===== config.mk =====
export PLATFORM = sky130hd
export DESIGN_NAME = lc3_controller
export DESIGN_NICKNAME = d
export VERILOG_FILES = /design/src/rtl/lc3_controller.sv
export SDC_FILE = /design/constraint.sdc
export NUM_CORES = 1
export LEC_CHECK = 0
export CELL_PAD_IN_SITES_DETAIL_PLACEMENT = 1
export CELL_PAD_IN_SITES_GLOBAL_PLACEMENT = 1
export CORE_MARGIN = 5
export CORE_UTILIZATION = 41
export CTS_BUF_LIST = sky130_fd_sc_hd__clkbuf_8 sky130_fd_sc_hd__clkbuf_16
export DETAILED_ROUTE_END_ITERATION = 6
export PLACE_DENSITY = 0.88
export SYNTH_ARGS = -nofsm -noshare
export SYNTH_HDL_FRONTEND = slang
export SYNTH_SLANG_ARGS = --single-unit

===== constraint.sdc =====
create_clock -name clock -period 2.75 [get_ports clock]
set_input_delay 0.55 -clock clock [delete_from_list [all_inputs] [get_ports clock]]
set_output_delay 0.55 -clock clock [all_outputs]
set_load 0.01 [all_outputs]

===== src/rtl/lc3_controller.sv =====
// LC3 instruction-sequencing FSM: Fetch/Decode/Execute plus memory and register-update phases.
// Latency: one state per cycle; memory states hold until mem_ready, retire pulse one cycle after entering Fetch.
// Backpressure: mem_ready stalls memory states; a watchdog forces Halt after MAX_WAIT idle cycles.
module lc3_controller #(
    parameter int MAX_WAIT = 255,
    parameter int CNT_W    = 16
) (
    input  logic             clock,
    input  logic             reset,
    input  logic [5:0]       C_Control,
    input  logic             mem_ready,
    output logic [3:0]       state,
    output logic             mem_rd,
    output logic             mem_wr,
    output logic             halted,
    output logic             instr_retired,
    output logic [CNT_W-1:0] retire_count
);

    localparam logic [3:0] S_FETCH   = 4'b0001;
    localparam logic [3:0] S_DECODE  = 4'b0010;
    localparam logic [3:0] S_EXECUTE = 4'b0011;
    localparam logic [3:0] S_RD_IND  = 4'b0100;
    localparam logic [3:0] S_RD_MEM  = 4'b0101;
    localparam logic [3:0] S_WR_MEM  = 4'b0111;
    localparam logic [3:0] S_UPD_RF  = 4'b1001;
    localparam logic [3:0] S_HALT    = 4'b1111;

    localparam int WAIT_W = (MAX_WAIT > 1) ? $clog2(MAX_WAIT + 1) : 1;
    localparam logic [WAIT_W-1:0] WAIT_LAST = WAIT_W'(MAX_WAIT - 1);

    logic [3:0]        next_state;
    logic [1:0]        cls_q;
    logic              ind_load_q;
    logic [WAIT_W-1:0] wait_cnt;
    logic              mem_state;
    logic              retire_now;
    logic [3:0]        stall_state;

    // A memory state that is still waiting either holds or, on its last allowed cycle, gives up.
    assign mem_state   = mem_rd | mem_wr;
    assign stall_state = (wait_cnt == WAIT_LAST) ? S_HALT : state;

    always_ff @(posedge clock) begin
        if (reset) begin
            state         <= S_FETCH;
            cls_q         <= 2'b00;
            ind_load_q    <= 1'b0;
            wait_cnt      <= '0;
            halted        <= 1'b0;
            instr_retired <= 1'b0;
            retire_count  <= '0;
        end else begin
            state <= next_state;
            if (state == S_DECODE) begin
                cls_q <= C_Control[5:4];
            end
            if (state == S_EXECUTE) begin
                ind_load_q <= (C_Control[3:0] == 4'b0001);
            end
            if (next_state != state) begin
                wait_cnt <= '0;
            end else if (mem_state && !mem_ready) begin
                wait_cnt <= wait_cnt + 1'b1;
            end
            halted        <= (next_state == S_HALT);
            instr_retired <= retire_now;
            if (retire_now) begin
                retire_count <= retire_count + 1'b1;
            end
        end
    end

    always_comb begin
        next_state = S_HALT;
        case (state)
            S_FETCH:   next_state = mem_ready ? S_DECODE : stall_state;
            S_DECODE:  next_state = S_EXECUTE;
            S_EXECUTE: begin
                case ({cls_q, C_Control[3:0]})
                    6'b00_0000: next_state = S_UPD_RF;
                    6'b01_0000: next_state = S_FETCH;
                    6'b01_1000: next_state = S_UPD_RF;
                    6'b10_0010: next_state = S_RD_MEM;
                    6'b10_0001: next_state = S_RD_IND;
                    6'b10_0110: next_state = S_UPD_RF;
                    6'b10_0100: next_state = S_WR_MEM;
                    6'b10_0000: next_state = S_RD_IND;
                    default:    next_state = S_HALT;
                endcase
            end
            S_RD_IND:  next_state = mem_ready ? (ind_load_q ? S_RD_MEM : S_WR_MEM) : stall_state;
            S_RD_MEM:  next_state = mem_ready ? S_UPD_RF : stall_state;
            S_WR_MEM:  next_state = mem_ready ? S_FETCH : stall_state;
            S_UPD_RF:  next_state = S_FETCH;
            S_HALT:    next_state = S_HALT;
            default:   next_state = S_HALT;
        endcase
    end

    // Only a completing state can move into Fetch; Fetch itself merely holds.
    assign retire_now = (next_state == S_FETCH) && (state != S_FETCH);

    always_comb begin
        mem_rd = 1'b0;
        mem_wr = 1'b0;
        case (state)
            S_FETCH, S_RD_IND, S_RD_MEM: mem_rd = 1'b1;
            S_WR_MEM:                    mem_wr = 1'b1;
            default:                     ;
        endcase
    end

endmodule


# Word level (Yosys, flattened, before mapping)

Cells that the tools add are included.

Register bits after elaboration: 33
Input bits: 9
Output and inout port bits: 24
Word-level logic and storage cells: 48

Add/sub/neg operators: 2
Eq/ne operators: 20
Muxes and demuxes: 10
Bitwise operators: 1
Reduce and logical (&&, ||, !) cells: 8

Operators with widths:

| kind                                                  | number |
|---|---|
| equality test 6 bit, second input constant            | 5 |
| case mux 4 bit (7 select lines)                       | 1 |
| 2-to-1 mux 4 bit                                      | 5 |
| case mux 4 bit (5 select lines)                       | 1 |
| adder 16 x 1 -> 16 bit, second input constant         | 1 |
| equality test 4 x 1 -> 1 bit, second input constant   | 3 |
| equality test 4 x 3 -> 1 bit, second input constant   | 3 |
| equality test 6 x 5 -> 1 bit, second input constant   | 2 |
| adder 8 x 1 -> 8 bit, second input constant           | 1 |
| equality test 4 x 2 -> 1 bit, second input constant   | 2 |
| equality test 4 bit, second input constant            | 2 |
| equality test 8 bit, second input constant            | 1 |
| logical NOT 6 bit                                     | 1 |
| OR reduction 3 bit                                    | 2 |
| inequality test 4 x 1 -> 1 bit, second input constant | 1 |
| inequality test 4 bit                                 | 1 |
| OR reduction 2 bit                                    | 2 |
| logical AND 1 bit                                     | 2 |
| 2-to-1 mux 1 bit                                      | 2 |
| 2-to-1 mux 2 bit                                      | 1 |
| logical NOT 1 bit                                     | 1 |
| OR 1 bit                                              | 1 |

# Logic depth before layout (Yosys ltp)

Gate-level depths: netlist of run 1.

Depth after elaboration: 6
Gate-level depth with buffers: 9
Depth with buffers taken out: 7

# Least setup slack after synthesis of run 1

Ideal clock, no wire load.

Kind: in2reg
Start point: in C_Control[1]
End point: reg retire_count[10]
Setup time: 0.121 ns
Arrival: 2.108 ns
Required time: 2.629 ns
Path slack: 0.520 ns
Stages: 7
Path buffers: 1
Path through: or3_4 > o21ba_1 > nor2_2 > o31ai_4 > buf_12 > nor4_2 > mux2_4

Cells in the longest elaborated chain, start to end: 6
Elaborated cells on any way between the ends: 14
Those cells by class: eq/ne (8); mux (2); reduce/logical (4)

Ends and longest elaborated chain:

| what                                                                             | RTL line | source |
|---|---|---|
| from (decl)                                                                      | 10       | `input logic [5:0] C_Control,` |
| equality test 6 bit, or another cell as far along                                | 80       | `case ({cls_q, C_Control[3:0]})` |
| OR reduction 3 bit (no source line) / OR reduction 2 bit (equally long branches) | -        |  |
| case mux 4 bit (5 select lines) (*)                                              | 80       |  |
| case mux 4 bit (7 select lines) (*)                                              | 76       | `case (state)` |
| equality test 4 x 1 -> 1 bit (*)                                                 | 102      | `assign retire_now = (next_state == S_FETCH) && (state != S_FETCH);` |
| logical AND 1 bit (*)                                                            | 102      |  |
| to (signal assigned)                                                             | 69       | `retire_count <= retire_count + 1'b1;` |
| to (decl)                                                                        | 17       | `output logic [CNT_W-1:0] retire_count` |

Every way passes the cells marked *; elsewhere a longest branch is shown, timed or not.
A chain may end at the register's enable or synchronous reset.

# Worst setup path after layout of run 1

Start point: in C_Control[1]
End point: reg retire_count[13]

The elaborated chain is that of the path after synthesis.

==> results_tabular.tex, run 1 <==
\begin{tabular}{lr}
\hline
Metric & Value \\
\hline
\multicolumn{2}{l}{\textbf{Run status}} \\
Run status & finished, final reports clean \\
\multicolumn{2}{l}{\textbf{CTS}} \\
Clock tree sinks & 33 \\
Cell at the root of the clock tree & sky130\_fd\_sc\_hd\_\_clkbuf\_8 \\
CTS tree & done \\
Maximum buffer depth of the clock tree & 2 \\
TritonCTS Buffers & 5 \\
Htree depth & 2 \\
Number of cells upsized or downsized after cts & 0 \\
Clock latency of the later-clocked register in the worst-skew pair & between 0.2 and 0.3 ns \\
Post-CTS setup buffer count & 0 \\
CTS clk-pin slew, worst paths & 0.07 ns \\
Number of hold buffers added after CTS & 0 \\
\multicolumn{2}{l}{\textbf{Setup path}} \\
Startpoint type of the worst setup path & input pin \\
Critical setup path kind & in -> reg \\
Worst reg2reg path endpoint & wait\_cnt[1] \\
R2R Path Start & state[2] \\
Worst Path Required & 2.92 ns \\
Highest fanout seen on the critical path & 16 \\
Worst-case reg-to-reg path depth & 8 \\
Start point of the critical path & C\_Control[1] \\
Slack of the worst reg-to-reg path & $\sim$0.26 ns \\
Critical Path End Type & flop \\
Endpoint arrival time on the critical path & 2.80 ns \\
\multicolumn{2}{l}{\textbf{Route}} \\
Vias per Instance & 5.505 \\
Count of nets left with antenna violations after detail routing & 0 \\
DRC violation count after routing & 0 \\
Via total after detailed routing & between 2000 and 2500 \\
Average wire per standard cell & 16.51 µm \\
First drt pass iteration count & 4 \\
First DRT Iteration DRCs & 52 \\
Final WL & roughly 6000 µm \\
\multicolumn{2}{l}{\textbf{Logic synthesis}} \\
Net count after synthesis & around 260 \\
Average cell area after synthesis & $\sim$9 µm² \\
EDFF count, synth & 0 \\
Part of the Yosys area used for sequential elements & 29.16\% \\
Main flop type after synthesis & sky130\_fd\_sc\_hd\_\_dfxtp\_1 \\
Area leader, netlist & sky130\_fd\_sc\_hd\_\_dfxtp\_1 \\
Largest cells by area after synthesis & sky130\_fd\_sc\_hd\_\_dfxtp\_1 29\%, sky130\_fd\_sc\_hd\_\_nor4\_2 5.5\%, sky130\_fd\_sc\_hd\_\_mux2\_4 5.3\% \\
Summed instance area of the synthesized netlist & 2266 µm² \\
Most frequent cell after synthesis & sky130\_fd\_sc\_hd\_\_dfxtp\_1 \\
Synthesis Warnings & 0 \\
Count of cell types in the netlist & 65 \\
Fraction of synthesized cell area taken by the top area cell type & between 20 and 30\% \\
Flip-flop and latch count after synthesis & 33 \\
Commonest cells in the synthesized netlist & 33 x sky130\_fd\_sc\_hd\_\_dfxtp\_1, 24 x sky130\_fd\_sc\_hd\_\_nor2\_1, 19 x sky130\_fd\_sc\_hd\_\_nor2b\_1, 15 x sky130\_fd\_sc\_hd\_\_nand2\_1, 12 x sky130\_fd\_sc\_hd\_\_nand3\_1 \\
Synth Instances & 250 \\
Async set or reset register ratio after synthesis & 0\% \\
\multicolumn{2}{l}{\textbf{Floorplanning}} \\
Area of the die & 7113 µm² \\
Floorplan die height & 84.34 µm \\
Core footprint & 5439 µm² \\
Number of placement rows & 27 \\
Die extent in x & 84.34 µm \\
Boundary Pins & 33 \\
Starting density of the core & 41.66\% \\
\multicolumn{2}{l}{\textbf{STA}} \\
Max Freq & 379.7 MHz \\
Hold Worst Slack & 0.4704 ns \\
Crit path time final & 2.634 ns \\
Count of final max-slew check failures & 0 \\
Slew @ Worst Pin & 0.8634 ns \\
Final clock skew & about 0.0049 ns \\
Share of the clock period used by the worst path & 95.77\% \\
Setup TNS & 0 ns \\
Hold Violations, Final & 0 \\
Rel. slew slack & between 40\% and 50\% \\
Number of setup violations in the final report & 0 \\
Final worst-path setup slack & roughly 0.12 ns \\
Unrepaired setup endpoints after global routing & no \\
\multicolumn{2}{l}{\textbf{Global routing}} \\
Via count of the first global-routing pass & between 2000 and 2500 \\
Total routing usage reported by global routing & 17.55\% \\
Maximum number of pins on one net before global-route repair & slightly above 40 \\
Overflow after GRT & 0 \\
Number of antenna violations at the first check in global routing & 0 \\
First-pass GRT wire length & 10340 µm \\
\multicolumn{2}{l}{\textbf{Pwr}} \\
Largest voltage drop on the vdd net & 0.5405 mV \\
Pwr/cell area & 898.2 nW/µm² \\
Overall power after layout & about 2.6 mW \\
Leakage & 1.019 nW \\
\multicolumn{2}{l}{\textbf{Final layout}} \\
Inserted Diodes & 0 \\
Area occupied by registers & $\sim$660 µm² \\
Ratio of cells with drive above 1 in the final layout & about a quarter \\
Core utilization of the finished layout & 52.47\% \\
Area of the multi-input gates & 1469 µm² \\
Post-layout instance area & between 2000 and 3000 µm² \\
Number of non-filler instances in the completed layout & 368 \\
Synth-to-layout area growth & 25.95\% \\
Layout fillers & 637 \\
Number of nets in the layout & 307 \\
\multicolumn{2}{l}{\textbf{Placement}} \\
Worst slack, placed & -0.1693 ns \\
Half-perimeter wire length after placement & approximately 4400 µm \\
Final GP Congestion & 0.8132 \\
Area of placed instances & 2753 µm² \\
Number of buffers added on ports & 32 \\
Number of placed cells counting well taps & 360 \\
\multicolumn{2}{l}{\textbf{Min path}} \\
Startpoint of the tightest hold check path & ind\_load\_q \\
Hold Path Stages & 2 \\
Hold Path Class & reg -> reg \\
Capture endpoint of the worst hold path & ind\_load\_q \\
\multicolumn{2}{l}{\textbf{Flow run}} \\
Max\_cap viols & 0 \\
\hline
\end{tabular}
-- sequential cells by signal, indices dropped and copies added (netlist names) --
signal	cells
state	4
retire_count	16
ind_load_q	1
cls_q	2
wait_cnt	8
halted	1
instr_retired	1
-- worst max path at each step --
stage | end
after floorplan | retire_count[10]
after global placement | retire_count[4]
after detailed placement | retire_count[6]
after CTS | retire_count[6]
after global routing | retire_count[4]
final | retire_count[13]
-- critical path: stages --
cell                              delay, ns
sky130_fd_sc_hd__clkdlybuf4s50_1       0.54
sky130_fd_sc_hd__buf_4                 0.15
sky130_fd_sc_hd__nand2_1               0.04
sky130_fd_sc_hd__o41ai_1               0.38
sky130_fd_sc_hd__or2_2                 0.22
sky130_fd_sc_hd__nand3_2               0.09
sky130_fd_sc_hd__buf_12                0.17
sky130_fd_sc_hd__nor4_2                0.34
sky130_fd_sc_hd__mux2_4                0.33
-- layout by cell type (no fill, tap or decap), types with 4 or more instances in the layout --
master,count
sky130_fd_sc_hd__nor2_1,24
sky130_fd_sc_hd__xor2_1,5
sky130_fd_sc_hd__nand3_1,12
sky130_fd_sc_hd__and3_1,4
sky130_fd_sc_hd__mux2_2,6
sky130_fd_sc_hd__nand2_1,15
sky130_fd_sc_hd__nor4_1,5
sky130_fd_sc_hd__mux2_4,8
sky130_fd_sc_hd__nor3_1,10
sky130_fd_sc_hd__nand2b_1,7
sky130_fd_sc_hd__nor2b_1,19
sky130_fd_sc_hd__buf_4,19
sky130_fd_sc_hd__a21oi_1,5
sky130_fd_sc_hd__inv_1,8
sky130_fd_sc_hd__dfxtp_1,33
sky130_fd_sc_hd__clkdlybuf4s50_1,32
sky130_fd_sc_hd__nor4_2,10
sky130_fd_sc_hd__clkbuf_8,7
sky130_fd_sc_hd__o21ai_0,4
-- cells by family (layout without fill, tap and decap cells) --
| group | count (synthesis) | count (layout) | share of synthesized area, % |
|---|---|---|---|
| xor+xnor | 7 | 7 | 2.706 |
| buf+inv | 23 | 69 | 6.018 |
| simple gates | 133 | 133 | 36.17 |
| compound gates | 31 | 31 | 13.25 |
| fa+ha+maj | 5 | 5 | 2.595 |
| mux | 18 | 18 | 10.10 |
| flops | 33 | 33 | 29.16 |
-- where the power goes --
part,switching (mW),internal [mW]
clock network,0.182,0.226
logic,0.821,0.690
registers,0.119,0.526
total,1.12,1.44
-- routing by layer --
layer	track usage [%]	vias up	share of wire, %
li1	-	995	-
met4	4.748	0	1.3
met3	3.729	9	3.0
met2	32.42	41	52
met5	0	-	0
met1	20.38	981	44
-- final cells by class --
| class | count | area share, % |
|---|---|---|
| timing repair buffer | 53 | 17.62 |
| inverter | 8 | 1.052 |
| clock inverter | 1 | 0.1754 |
| tap | 72 | 3.157 |
| multi-input combinational | 194 | 51.47 |
| sequential | 33 | 23.15 |
| clock buffer | 7 | 3.376 |
Power figures use the tool's default switching activity.
==> inputs of run 2 (changes only) <==
- SLEW_MARGIN: not set -> 5
==> results of run 2 <==
No change in the layout: final DEF, timing and power equal those of run 1.
